[src/rtl/executor_pkg.sv]
// Shared constants, decode result payload and FSM state type for the executor_mc execute stage.
package executor_pkg;

  localparam int unsigned DATA_W = 32;
  localparam int unsigned STRB_W = DATA_W / 8;
  localparam int unsigned CAUSE_W = 4;

  // opcode[6:2]
  localparam logic [4:0] OPC_LOAD   = 5'b00000;
  localparam logic [4:0] OPC_OP_IMM = 5'b00100;
  localparam logic [4:0] OPC_AUIPC  = 5'b00101;
  localparam logic [4:0] OPC_STORE  = 5'b01000;
  localparam logic [4:0] OPC_OP     = 5'b01100;
  localparam logic [4:0] OPC_LUI    = 5'b01101;
  localparam logic [4:0] OPC_BRANCH = 5'b11000;
  localparam logic [4:0] OPC_JALR   = 5'b11001;
  localparam logic [4:0] OPC_JAL    = 5'b11011;

  localparam logic [2:0] F3_BEQ  = 3'd0;
  localparam logic [2:0] F3_BNE  = 3'd1;
  localparam logic [2:0] F3_BLT  = 3'd4;
  localparam logic [2:0] F3_BGE  = 3'd5;
  localparam logic [2:0] F3_BLTU = 3'd6;
  localparam logic [2:0] F3_BGEU = 3'd7;

  localparam logic [2:0] F3_B  = 3'd0;
  localparam logic [2:0] F3_H  = 3'd1;
  localparam logic [2:0] F3_W  = 3'd2;
  localparam logic [2:0] F3_BU = 3'd4;
  localparam logic [2:0] F3_HU = 3'd5;

  localparam logic [2:0] F3_ADD  = 3'd0;
  localparam logic [2:0] F3_SLL  = 3'd1;
  localparam logic [2:0] F3_SLT  = 3'd2;
  localparam logic [2:0] F3_SLTU = 3'd3;
  localparam logic [2:0] F3_XOR  = 3'd4;
  localparam logic [2:0] F3_SR   = 3'd5;
  localparam logic [2:0] F3_OR   = 3'd6;
  localparam logic [2:0] F3_AND  = 3'd7;

  localparam logic [CAUSE_W-1:0] CAUSE_INSN_MISALIGN  = 4'd0;
  localparam logic [CAUSE_W-1:0] CAUSE_ILLEGAL        = 4'd2;
  localparam logic [CAUSE_W-1:0] CAUSE_LOAD_MISALIGN  = 4'd4;
  localparam logic [CAUSE_W-1:0] CAUSE_STORE_MISALIGN = 4'd6;

  typedef enum logic [1:0] {
    ST_IDLE,
    ST_MEM_REQ,
    ST_MEM_WAIT,
    ST_RESP
  } state_e;

  typedef struct packed {
    logic [DATA_W-1:0]  result;
    logic [DATA_W-1:0]  pc_next;
    logic               taken;
    logic               exc;
    logic [CAUSE_W-1:0] cause;
    logic               rd_we;
  } exec_res_t;

endpackage

[src/rtl/executor_mc_lsu_lane.sv]
// Store lane replication/strobe generation and load byte/halfword extract with sign/zero extension.
module lsu_lane
  import executor_pkg::*;
(
  input  logic [2:0]        st_funct3,
  input  logic [1:0]        st_off,
  input  logic [DATA_W-1:0] st_data,
  input  logic [2:0]        ld_funct3,
  input  logic [1:0]        ld_off,
  input  logic [DATA_W-1:0] ld_word,
  output logic [DATA_W-1:0] wdata_c,
  output logic [STRB_W-1:0] wstrb_c,
  output logic [DATA_W-1:0] ld_data_c
);

  logic [DATA_W-1:0] ld_shift;

  // Strobes shift with the byte offset and fall off the top rather than wrap
  always_comb begin
    wdata_c = st_data;
    wstrb_c = 4'hF;
    case (st_funct3[1:0])
      2'b00: begin
        wdata_c = {4{st_data[7:0]}};
        wstrb_c = 4'(4'b0001 << st_off);
      end
      2'b01: begin
        wdata_c = {2{st_data[15:0]}};
        wstrb_c = 4'(4'b0011 << st_off);
      end
      default: ;
    endcase
  end

  always_comb begin
    ld_shift  = ld_word >> {ld_off, 3'b000};
    ld_data_c = ld_word;
    case (ld_funct3)
      F3_B:    ld_data_c = {{24{ld_shift[7]}}, ld_shift[7:0]};
      F3_H:    ld_data_c = {{16{ld_shift[15]}}, ld_shift[15:0]};
      F3_BU:   ld_data_c = {24'd0, ld_shift[7:0]};
      F3_HU:   ld_data_c = {16'd0, ld_shift[15:0]};
      default: ;
    endcase
  end

endmodule

[src/rtl/executor_mc.sv]
// Multi-cycle RV32I execute stage with one memory transaction per load/store.
// Define EXEC_MISALIGN_TRAP_EN to trap misaligned data accesses and jump targets.
module executor_mc
  import executor_pkg::*;
#(
  parameter int unsigned XLEN   = 32,
  parameter int unsigned ADDR_W = 32,
  parameter int unsigned C_EXT  = 1
) (
  input  logic              clk,
  input  logic              rst_n,
  input  logic              in_valid,
  output logic              in_ready,
  input  logic [6:0]        in_opcode,
  input  logic [2:0]        in_funct3,
  input  logic [6:0]        in_funct7,
  input  logic [4:0]        in_rd,
  input  logic [XLEN-1:0]   in_imm,
  input  logic [XLEN-1:0]   in_rs1,
  input  logic [XLEN-1:0]   in_rs2,
  input  logic [XLEN-1:0]   in_pc,
  input  logic              in_c_mode,
  output logic              mem_req_valid,
  input  logic              mem_req_ready,
  output logic [ADDR_W-1:0] mem_addr,
  output logic              mem_we,
  output logic [XLEN-1:0]   mem_wdata,
  output logic [XLEN/8-1:0] mem_wstrb,
  input  logic              mem_rsp_valid,
  input  logic [XLEN-1:0]   mem_rsp_data,
  output logic              out_valid,
  input  logic              out_ready,
  output logic [4:0]        out_rd,
  output logic              out_rd_we,
  output logic [XLEN-1:0]   out_rd_data,
  output logic [XLEN-1:0]   out_pc_next,
  output logic              out_br_taken,
  output logic              out_exc,
  output logic [3:0]        out_exc_cause
);

`ifdef EXEC_MISALIGN_TRAP_EN
  localparam bit TRAP_EN = 1'b1;
`else
  localparam bit TRAP_EN = 1'b0;
`endif

  state_e state_q, state_d;
  exec_res_t ex;
  logic [4:0] opc;
  logic [XLEN-1:0] step, pc_inc, ea, op_b, alu, target;
  logic [4:0] shamt;
  logic br_cond, is_load, is_store, wb, illegal, size_mis, go_mem;
  logic [XLEN-1:0] st_wdata, ld_data;
  logic [XLEN/8-1:0] st_wstrb;
  logic [2:0] ld_funct3_q, ld_funct3_d;
  logic [1:0] ld_off_q, ld_off_d;
  logic [4:0] out_rd_d;
  logic out_rd_we_d, out_br_taken_d, out_exc_d, mem_we_d;
  logic [XLEN-1:0] out_rd_data_d, out_pc_next_d, mem_wdata_d;
  logic [3:0] out_exc_cause_d;
  logic [ADDR_W-1:0] mem_addr_d;
  logic [XLEN/8-1:0] mem_wstrb_d;
  logic unused_funct7;

  assign unused_funct7 = ^{in_funct7[6], in_funct7[4:0]};
  assign opc = in_opcode[6:2];

  lsu_lane u_lsu_lane (
    .st_funct3 (in_funct3),
    .st_off    (ea[1:0]),
    .st_data   (in_rs2),
    .ld_funct3 (ld_funct3_q),
    .ld_off    (ld_off_q),
    .ld_word   (mem_rsp_data),
    .wdata_c   (st_wdata),
    .wstrb_c   (st_wstrb),
    .ld_data_c (ld_data)
  );

  // ALU and branch comparator on the live issue operands
  always_comb begin
    step   = ((C_EXT != 0) && in_c_mode) ? XLEN'(2) : XLEN'(4);
    pc_inc = in_pc + step;
    ea     = in_rs1 + in_imm;
    op_b   = (opc == OPC_OP) ? in_rs2 : in_imm;
    shamt  = op_b[4:0];
    case (in_funct3)
      F3_ADD:  alu = (opc == OPC_OP && in_funct7[5]) ? in_rs1 - op_b : in_rs1 + op_b;
      F3_SLL:  alu = in_rs1 << shamt;
      F3_SLT:  alu = XLEN'($signed(in_rs1) < $signed(op_b));
      F3_SLTU: alu = XLEN'(in_rs1 < op_b);
      F3_XOR:  alu = in_rs1 ^ op_b;
      F3_SR:   alu = in_funct7[5] ? XLEN'($signed(in_rs1) >>> shamt) : in_rs1 >> shamt;
      F3_OR:   alu = in_rs1 | op_b;
      default: alu = in_rs1 & op_b;
    endcase
    case (in_funct3)
      F3_BEQ:  br_cond = (in_rs1 == in_rs2);
      F3_BNE:  br_cond = (in_rs1 != in_rs2);
      F3_BLT:  br_cond = ($signed(in_rs1) < $signed(in_rs2));
      F3_BGE:  br_cond = ($signed(in_rs1) >= $signed(in_rs2));
      F3_BLTU: br_cond = (in_rs1 < in_rs2);
      F3_BGEU: br_cond = (in_rs1 >= in_rs2);
      default: br_cond = 1'b0;
    endcase
  end

  // Opcode decode into the registered result payload
  always_comb begin
    ex         = '0;
    ex.pc_next = pc_inc;
    ex.result  = alu;
    is_load    = 1'b0;
    is_store   = 1'b0;
    wb         = 1'b0;
    illegal    = (in_opcode[1:0] != 2'b11);
    target     = in_pc + in_imm;
    case (opc)
      OPC_LUI:   begin ex.result = in_imm; wb = 1'b1; end
      OPC_AUIPC: begin ex.result = in_pc + in_imm; wb = 1'b1; end
      OPC_JAL:   begin ex.result = pc_inc; wb = 1'b1; ex.taken = 1'b1; end
      OPC_JALR: begin
        ex.result = pc_inc;
        wb        = 1'b1;
        ex.taken  = 1'b1;
        target    = ea & ~XLEN'(1);
        if (in_funct3 != 3'd0) illegal = 1'b1;
      end
      OPC_BRANCH: begin
        ex.taken = br_cond;
        if (in_funct3 == 3'd2 || in_funct3 == 3'd3) illegal = 1'b1;
      end
      OPC_LOAD: begin
        is_load = 1'b1;
        wb      = 1'b1;
        if (!(in_funct3 inside {F3_B, F3_H, F3_W, F3_BU, F3_HU})) illegal = 1'b1;
      end
      OPC_STORE: begin
        is_store = 1'b1;
        if (in_funct3[2] || in_funct3[1:0] == 2'b11) illegal = 1'b1;
      end
      OPC_OP_IMM, OPC_OP: wb = 1'b1;
      default: illegal = 1'b1;
    endcase
    size_mis = (in_funct3[1:0] == 2'b01 && ea[0]) || (in_funct3[1:0] == 2'b10 && ea[1:0] != 2'b00);
    if (illegal) begin
      ex.exc   = 1'b1;
      ex.cause = CAUSE_ILLEGAL;
      ex.taken = 1'b0;
    end else if (TRAP_EN && (is_load || is_store) && size_mis) begin
      ex.exc   = 1'b1;
      ex.cause = is_load ? CAUSE_LOAD_MISALIGN : CAUSE_STORE_MISALIGN;
    end else if (TRAP_EN && (C_EXT == 0) && ex.taken && target[1]) begin
      ex.exc   = 1'b1;
      ex.cause = CAUSE_INSN_MISALIGN;
    end
    if (ex.taken) ex.pc_next = target;
    ex.rd_we = wb && (in_rd != 5'd0) && !ex.exc;
    go_mem   = (is_load || is_store) && !ex.exc;
  end

  // Next-state and next-output logic
  always_comb begin
    state_d         = state_q;
    out_rd_d        = out_rd;
    out_rd_we_d     = out_rd_we;
    out_rd_data_d   = out_rd_data;
    out_pc_next_d   = out_pc_next;
    out_br_taken_d  = out_br_taken;
    out_exc_d       = out_exc;
    out_exc_cause_d = out_exc_cause;
    mem_addr_d      = mem_addr;
    mem_we_d        = mem_we;
    mem_wdata_d     = mem_wdata;
    mem_wstrb_d     = mem_wstrb;
    ld_funct3_d     = ld_funct3_q;
    ld_off_d        = ld_off_q;
    case (state_q)
      ST_IDLE: begin
        if (in_valid) begin
          out_rd_d        = in_rd;
          out_rd_we_d     = ex.rd_we;
          out_rd_data_d   = ex.result;
          out_pc_next_d   = ex.pc_next;
          out_br_taken_d  = ex.taken;
          out_exc_d       = ex.exc;
          out_exc_cause_d = ex.cause;
          mem_addr_d      = ea[ADDR_W-1:0];
          mem_we_d        = is_store;
          mem_wdata_d     = st_wdata;
          mem_wstrb_d     = st_wstrb;
          ld_funct3_d     = in_funct3;
          ld_off_d        = ea[1:0];
          state_d         = go_mem ? ST_MEM_REQ : ST_RESP;
        end
      end
      ST_MEM_REQ: if (mem_req_ready) state_d = ST_MEM_WAIT;
      ST_MEM_WAIT: begin
        if (mem_rsp_valid) begin
          state_d = ST_RESP;
          if (!mem_we) out_rd_data_d = ld_data;
        end
      end
      ST_RESP: if (out_ready) state_d = ST_IDLE;
      default: state_d = ST_IDLE;
    endcase
  end

  always_ff @(posedge clk or negedge rst_n) begin
    if (!rst_n) begin
      state_q       <= ST_IDLE;
      in_ready      <= 1'b1;
      out_valid     <= 1'b0;
      mem_req_valid <= 1'b0;
      out_rd        <= '0;
      out_rd_we     <= 1'b0;
      out_rd_data   <= '0;
      out_pc_next   <= '0;
      out_br_taken  <= 1'b0;
      out_exc       <= 1'b0;
      out_exc_cause <= '0;
      mem_addr      <= '0;
      mem_we        <= 1'b0;
      mem_wdata     <= '0;
      mem_wstrb     <= '0;
      ld_funct3_q   <= '0;
      ld_off_q      <= '0;
    end else begin
      state_q       <= state_d;
      in_ready      <= (state_d == ST_IDLE);
      out_valid     <= (state_d == ST_RESP);
      mem_req_valid <= (state_d == ST_MEM_REQ);
      out_rd        <= out_rd_d;
      out_rd_we     <= out_rd_we_d;
      out_rd_data   <= out_rd_data_d;
      out_pc_next   <= out_pc_next_d;
      out_br_taken  <= out_br_taken_d;
      out_exc       <= out_exc_d;
      out_exc_cause <= out_exc_cause_d;
      mem_addr      <= mem_addr_d;
      mem_we        <= mem_we_d;
      mem_wdata     <= mem_wdata_d;
      mem_wstrb     <= mem_wstrb_d;
      ld_funct3_q   <= ld_funct3_d;
      ld_off_q      <= ld_off_d;
    end
  end

endmodule

[config.mk]
export PLATFORM = sky130hd
export DESIGN_NAME = executor_mc
export DESIGN_NICKNAME = d
export VERILOG_FILES = /design/src/rtl/executor_pkg.sv /design/src/rtl/executor_mc_lsu_lane.sv /design/src/rtl/executor_mc.sv
export SDC_FILE = /design/constraint.sdc
export NUM_CORES = 1
export LEC_CHECK = 0
export ABC_AREA = 0
export CAP_MARGIN = 10
export CORE_MARGIN = 5
export CORE_UTILIZATION = 30
export CTS_CLUSTER_SIZE = 14
export DETAILED_ROUTE_END_ITERATION = 12
export PLACE_DENSITY = 0.46
export SLEW_MARGIN = 5
export SYNTH_ARGS = -nofsm -noshare
export SYNTH_HDL_FRONTEND = slang
export SYNTH_SLANG_ARGS = --single-unit
export TNS_END_PERCENT = 100
[constraint.sdc]
create_clock -name clk -period 4.09 [get_ports clk]
set_input_delay 0.818 -clock clk [delete_from_list [all_inputs] [get_ports clk]]
set_output_delay 0.818 -clock clk [all_outputs]
set_load 0.02 [all_outputs]
Word level (Yosys, flattened, before mapping):

Cells that the tools add are included.

* memory bits (writable): 0
* output and inout bits: 148
* memories kept: 0
* ROM bits: 0
* bits in registers: 155
* word-level logic and storage cells: 123
* latch bits: 0
* input bits: 189

* eq/ne operators: 31
* magnitude comparators: 6
* add/subtract/negate cells: 5
* bitwise operators: 3
* div/mod/pow operators: 0
* muxes and demuxes: 32
* multipliers: 0
* reductions and logical operators: 23
* shift-type cells: 6

Operators by type and width (count)
* two-way mux 32 bit: 8
* case mux 32 bit (7 select lines): 1
* < comparator 32 bit: 4
* case mux 32 bit (2 select lines): 2
* case mux 32 bit (4 select lines): 1
* adder 32 bit: 3
* case mux 32 bit (3 select lines): 1
* greater-or-equal comparator 32 bit: 2
* adder 32 x 3 -> 32 bit: 1
* AND 32 bit: 1
* equality test 32 bit: 1
* inequality test 32 bit: 1
* OR 32 bit: 1
* left shift 32 x 5 -> 32 bit: 1
* >> shifter 32 x 5 -> 16 bit: 1
* >> shifter 32 x 5 -> 32 bit: 1
* >>> shifter 32 x 5 -> 32 bit: 1
* subtractor 32 bit: 1
* bitwise XOR 32 bit: 1
* equality test 3 bit (second input constant): 6
* equality test 5 x 4 -> 1 bit (second input constant): 3
* equality test 5 bit (second input constant): 3
* equality test 5 x 3 -> 1 bit (second input constant): 2
* two-way mux 2 bit: 5
* 29 further kinds: 54

Depth between registers and ports, before layout:

* depth in word-level cells: 11
* depth in mapped cells: 23
* depth with buffers taken out: 17

Cells and area by module:

From an unflattened synthesis, not the netlist that was laid out.

* cells, all modules: 3349
* area, all modules: 23284.8 µm²

Modules (own cells, without submodules)
* executor_mc: cells an instance 3178, area an instance 22089.9 µm², instances 1, sequential area each 3729.8 µm²
* lsu_lane: cells an instance 171, area an instance 1194.9 µm², instances 1, sequential area each 0.0 µm²

Least setup slack after synthesis:

Ideal clock, no wire load.

* kind: input port to flip-flop
* start: input port in_opcode[6]
* end: register out_rd_data[19]
* required time: 3.963 ns
* slack: -1.254 ns
* stages on the path: 22
* path buffers: 6
* library setup time: 0.127 ns
* arrival time: 5.217 ns
* cell sequence: buf_4 and3b_1 buf_6 nand3_1 and2_1 buf_4 inv_1 buf_2 buf_1 buf_1 ha_1 and3_1 a211o_1 a2111oi_2 nor4_1 a2111oi_2 o211ai_1 a211oi_1 a21oi_1 xnor2_1 a211oi_1 o31ai_1

* word-level cells in the longest chain between the ends: 8
* elaborated cells between the ends (all ways): 22
* classes of those cells: add/sub (2); eq/ne (5); shift (3); mux (7); bitwise (3); reduce/logical (2)

Ends and longest elaborated chain
* start, declared: line executor_mc.sv:14 `input logic [6:0] in_opcode,`
* equality test 5 x 4 -> 1 bit: line executor_mc.sv:86, executor_mc.sv:89
* two-way mux 32 bit: line executor_mc.sv:86 `op_b = (opc == OPC_OP) ? in_rs2 : in_imm;`
* adder 32 bit, or another cell as far along: line executor_mc.sv:89 `F3_ADD: alu = (opc == OPC_OP && in_funct7[5]) ? in_rs1 - op_b : in_rs1 + op_b;`
* two-way mux 32 bit (on tied branches): line executor_mc.sv:89, executor_mc.sv:94
* case mux 32 bit (7 select lines): line executor_mc.sv:88 `case (in_funct3)`
* case mux 32 bit (3 select lines) *: line executor_mc.sv:119 `case (opc)`
* two-way mux 32 bit *: line executor_mc.sv:181 `if (in_valid) begin`
* case mux 32 bit (2 select lines) *: line executor_mc.sv:179 `case (state_q)`
* end signal, assigned: line executor_mc.sv:236 `out_rd_data <= out_rd_data_d;`
* end, declared: line executor_mc.sv:35 `output logic [XLEN-1:0] out_rd_data,`

Mark *: on every way between the ends. The rest lies on a longest branch, timed or not. The select of a mux whose other input is x is not followed.
A chain may end at the register's enable or synchronous reset.

Final worst setup path:

* start: input port in_opcode[6]
* end: register out_rd_data[0]

Same word-level chain as after synthesis.

==> impl_metrics.csv <==
group,metric,value,unit
status,status,"complete, but fails checks",
status,violations,"setup timing",
logic_synthesis,synth_edf_count,0,
routing,ant_nets,0,
floorplan,rows,98,
routing,routed_via_density,5.79,
routing,wl,150000,um
logic_synthesis,yosys_register_bits,149,
power_and_ir_drop,leakagePower,15.9,nW
sta,period_share,1.02,
logic_synthesis,yosys-top-cells-area,"dfrtp_1 17%, ha_1 11%, a21oi_1 8.8%",
place,gp_congestion,1.05,
logic_synthesis,ys_dominant_reg_cell,"dfrtp_1",
sta,fin_ws,-81.9,ps
clock_network,clock_latency,490,ps
clock_network,cts_made_buffers,17,
routing,first_pass_iters,8,
logic_synthesis,yosys_warnings,0,
sta,hold_viol,0,
min_path,hold_path.class,"input pin to async pin",
grt,grt_max_degree,82,
run,max-cap-violations,0,
worst_setup_path,worst_setup_path_start_kind,"input pin",
clock_network,cts_sinks,149,
sta,setup_viol,9,
logic_synthesis,yosysMostFrequentCell,"a21oi_1",
cells_and_area,multi_input_area,17300,um2
worst_setup_path,r2r-start,"mem_addr[1]$_DFFE_PN0P_",
worst_setup_path,worstPathArrival,4550,ps
sta,drv_slew,0,
worst_setup_path,startpoint,"in_opcode[6]",
routing,routedWlPerCell,29.4,um
worst_setup_path,r2r_end,"out_rd_data[3]$_DFFE_PN0P_",
routing,dr.first_iter.drc_count,3313,
floorplan,core_region_area,71200,um2
cells_and_area,design_area,34800,um2
worst_setup_path,setup.worst_path.end_class,"register",
floorplan,dieArea,76900,um2
sta,fin_worst_skew,14.7,ps
grt,grt_pass1_wl,210000,um
worst_setup_path,reg2reg_depth,8,
clock_network,tritoncts,"built",
sta,fin_setup_tns,-318,ps
logic_synthesis,synth_area,21400,um2
clock_network,path_clk_slew,80,ps
routing,vias,29600,
cells_and_area,regArea,3730,um2
power_and_ir_drop,pwr_density_cell,396,nW/um2
logic_synthesis,synthArstFlopShare,1.00,
floorplan,start_util,0.301,
clock_network,clk_path_buf_depth,2,
logic_synthesis,synth_cell_types,103,
worst_setup_path,r2r_slack,780,ps
logic_synthesis,yosysTopAreaCellShare,0.173,
cells_and_area,num-fill-cells,7205,
worst_setup_path,crit_type,"input pin to register",
cells_and_area,final_nets,4519,
power_and_ir_drop,ir_drop,0.395,mV
floorplan,dieHeight,277,um
floorplan,fp.dieW,277,um
sta,fmax,240,MHz
worst_setup_path,crit_end,"out_rd_data[0]$_DFFE_PN0P_",
clock_network,cts_htree_levels,4,
sta,min_period,4170,ps
routing,drc,0,
sta,rsz0062_at_grt,"true",
place,io_buffers,327,
sta,worstMarginPinSlew,1120,ps
clock_network,cts-root-buf,"clkbuf_16",
logic_synthesis,synth_top_area_cell,"dfrtp_1",
cells_and_area,stdcell_count,5104,
sta,hold_ws,380,ps
worst_setup_path,path_max_fanout,8,
cells_and_area,final_layout_size_suffix_gt1_frac,0.309,
floorplan,io_pins,337,
grt,overflow,0,
grt,antenna_found_initial,6,
place,dpl-instance-area,33100,um2
grt,grt_pass1_vias,28600,
place,dpl.hpwl,126000,um
worst_setup_path,worstPathRequired,4470,ps
logic_synthesis,syn_area_per_cell,7.19,um2
logic_synthesis,syn_inst,2981,
logic_synthesis,netlist_top_cells_count,"376 x a21oi_1, 342 x nand2_1, 251 x nor2_1",
grt,grtUsageTotal,0.370,
logic_synthesis,ys_seq_area_frac,0.174,
cells_and_area,post-route-util,0.488,
sta,slew_headroom,0.246,
cells_and_area,area_growth,62.1,%
place,dpl.cell_count,5037,
cells by family after synthesis:
kind of cell | count (synthesis) | share of synthesized area
AO/OA/AOI/OAI | 1148 | 0.346
AND/OR/NAND/NOR | 907 | 0.190
buffers and inverters | 348 | 0.0667
adder cells (fa/ha/maj) | 191 | 0.113
flip-flops | 149 | 0.174
XOR/XNOR | 128 | 0.0523
multiplexers | 109 | 0.0580
other | 1 | 0.000175
power by group:
group	internal, mW	total (mW)	switching [mW]
sequential	2.16	2.72	0.566
combinational	3.99	9.22	5.23
clock	0.981	1.84	0.857
cell type report:
cell class | instances | share of cell area
Clock inverter | 14 | 0.00562
Timing Repair Buffer | 1328 | 0.325
Tap cell | 950 | 0.0342
Antenna cell | 3 | 0.000216
Multi-Input combinational cell | 2487 | 0.498
Clock buffer | 17 | 0.0122
Inverter | 156 | 0.0170
Sequential cell | 149 | 0.107
worst max-delay path, stage by stage:
cell       delay (ps)
buf_8             100
and3b_2           300
nand2_8           120
buf_6             150
nor2_2             70
a21o_1            110
inv_2              60
buf_6             120
ha_4              260
nand2b_4           80
a311oi_4          100
or4b_4            590
a2111oi_4         360
a21oi_4           130
a31oi_4           250
a31o_4            200
a211o_1           160
a221oi_4           70
buf_4             150
o311ai_4          210
a21oi_1            90
cells in the final DEF, fill, tap and decap left out, types with 84 or more instances in the layout:
| cell type | n |
|---|---|
| xnor2_1 | 84 |
| ha_1 | 168 |
| a21oi_1 | 360 |
| o21ai_0 | 224 |
| inv_1 | 134 |
| nand2_1 | 340 |
| dfrtp_1 | 148 |
| nor2_1 | 240 |
| buf_4 | 949 |
| clkdlybuf4s50_1 | 310 |
per-layer routing:
layer | up-vias | wire, um | GRT usage
li1 | 13300 | - | -
met1 | 14500 | 65300 | 0.516
met2 | 1550 | 65600 | 0.575
met3 | 272 | 12200 | 0.0539
met4 | 10 | 6980 | 0.148
met5 | - | 57 | 0
how the worst min path moves through the flow:
| stage | endpoint | start | cells after the start | slack, ps |
|---|---|---|---|---|
| 2_1_floorplan | ld_funct3_q[0]$_DFFE_PN0P_ | ld_funct3_q[0]$_DFFE_PN0P_ | 2 | 470 |
| 3_3_place_gp | out_rd[3]$_DFFE_PN0P_ | out_rd[3]$_DFFE_PN0P_ | 2 | 460 |
| 3_5_place_dp | out_rd[4]$_DFFE_PN0P_ | out_rd[4]$_DFFE_PN0P_ | 2 | 470 |
| 4_1_cts | mem_wdata[2]$_DFFE_PN0P_ | rst_n | 1 | 370 |
| 5_1_grt | mem_wdata[16]$_DFFE_PN0P_ | rst_n | 1 | 420 |
| 6_report | mem_wdata[16]$_DFFE_PN0P_ | rst_n | 1 | 380 |
metrics by stage:
stage               power, mW  worst slack, ps
floorplan                6.61             -476
global placement         11.6            -1190
detailed placement       11.6            -1210
CTS                      13.6            -53.2
global route             14.4             -197
finish                   13.8            -81.9
sequential cells by signal, summed over array words and instances, names as in the netlist:
signal / cells
in_ready: 1
ld_funct3_q: 3
mem_addr: 32
mem_req_valid: 1
mem_wdata: 32
mem_we: 1
mem_wstrb: 4
out_br_taken: 1
out_exc: 1
out_pc_next: 32
out_rd: 5
out_rd_data: 32
out_rd_we: 1
out_valid: 1
state_q: 2
what timing repair did:
item | in CTS | in global routing
buffers inserted | 16 | 20
cloned | 0 | 2
endpoints found under the setup margin | 39 | 42
hold buffers | 0 | 0
gates resized for setup | 87 | 115
pin swaps | 37 | 77
endpoints found under the hold margin | 0 | 0
(Power assumes the default switching activity.)
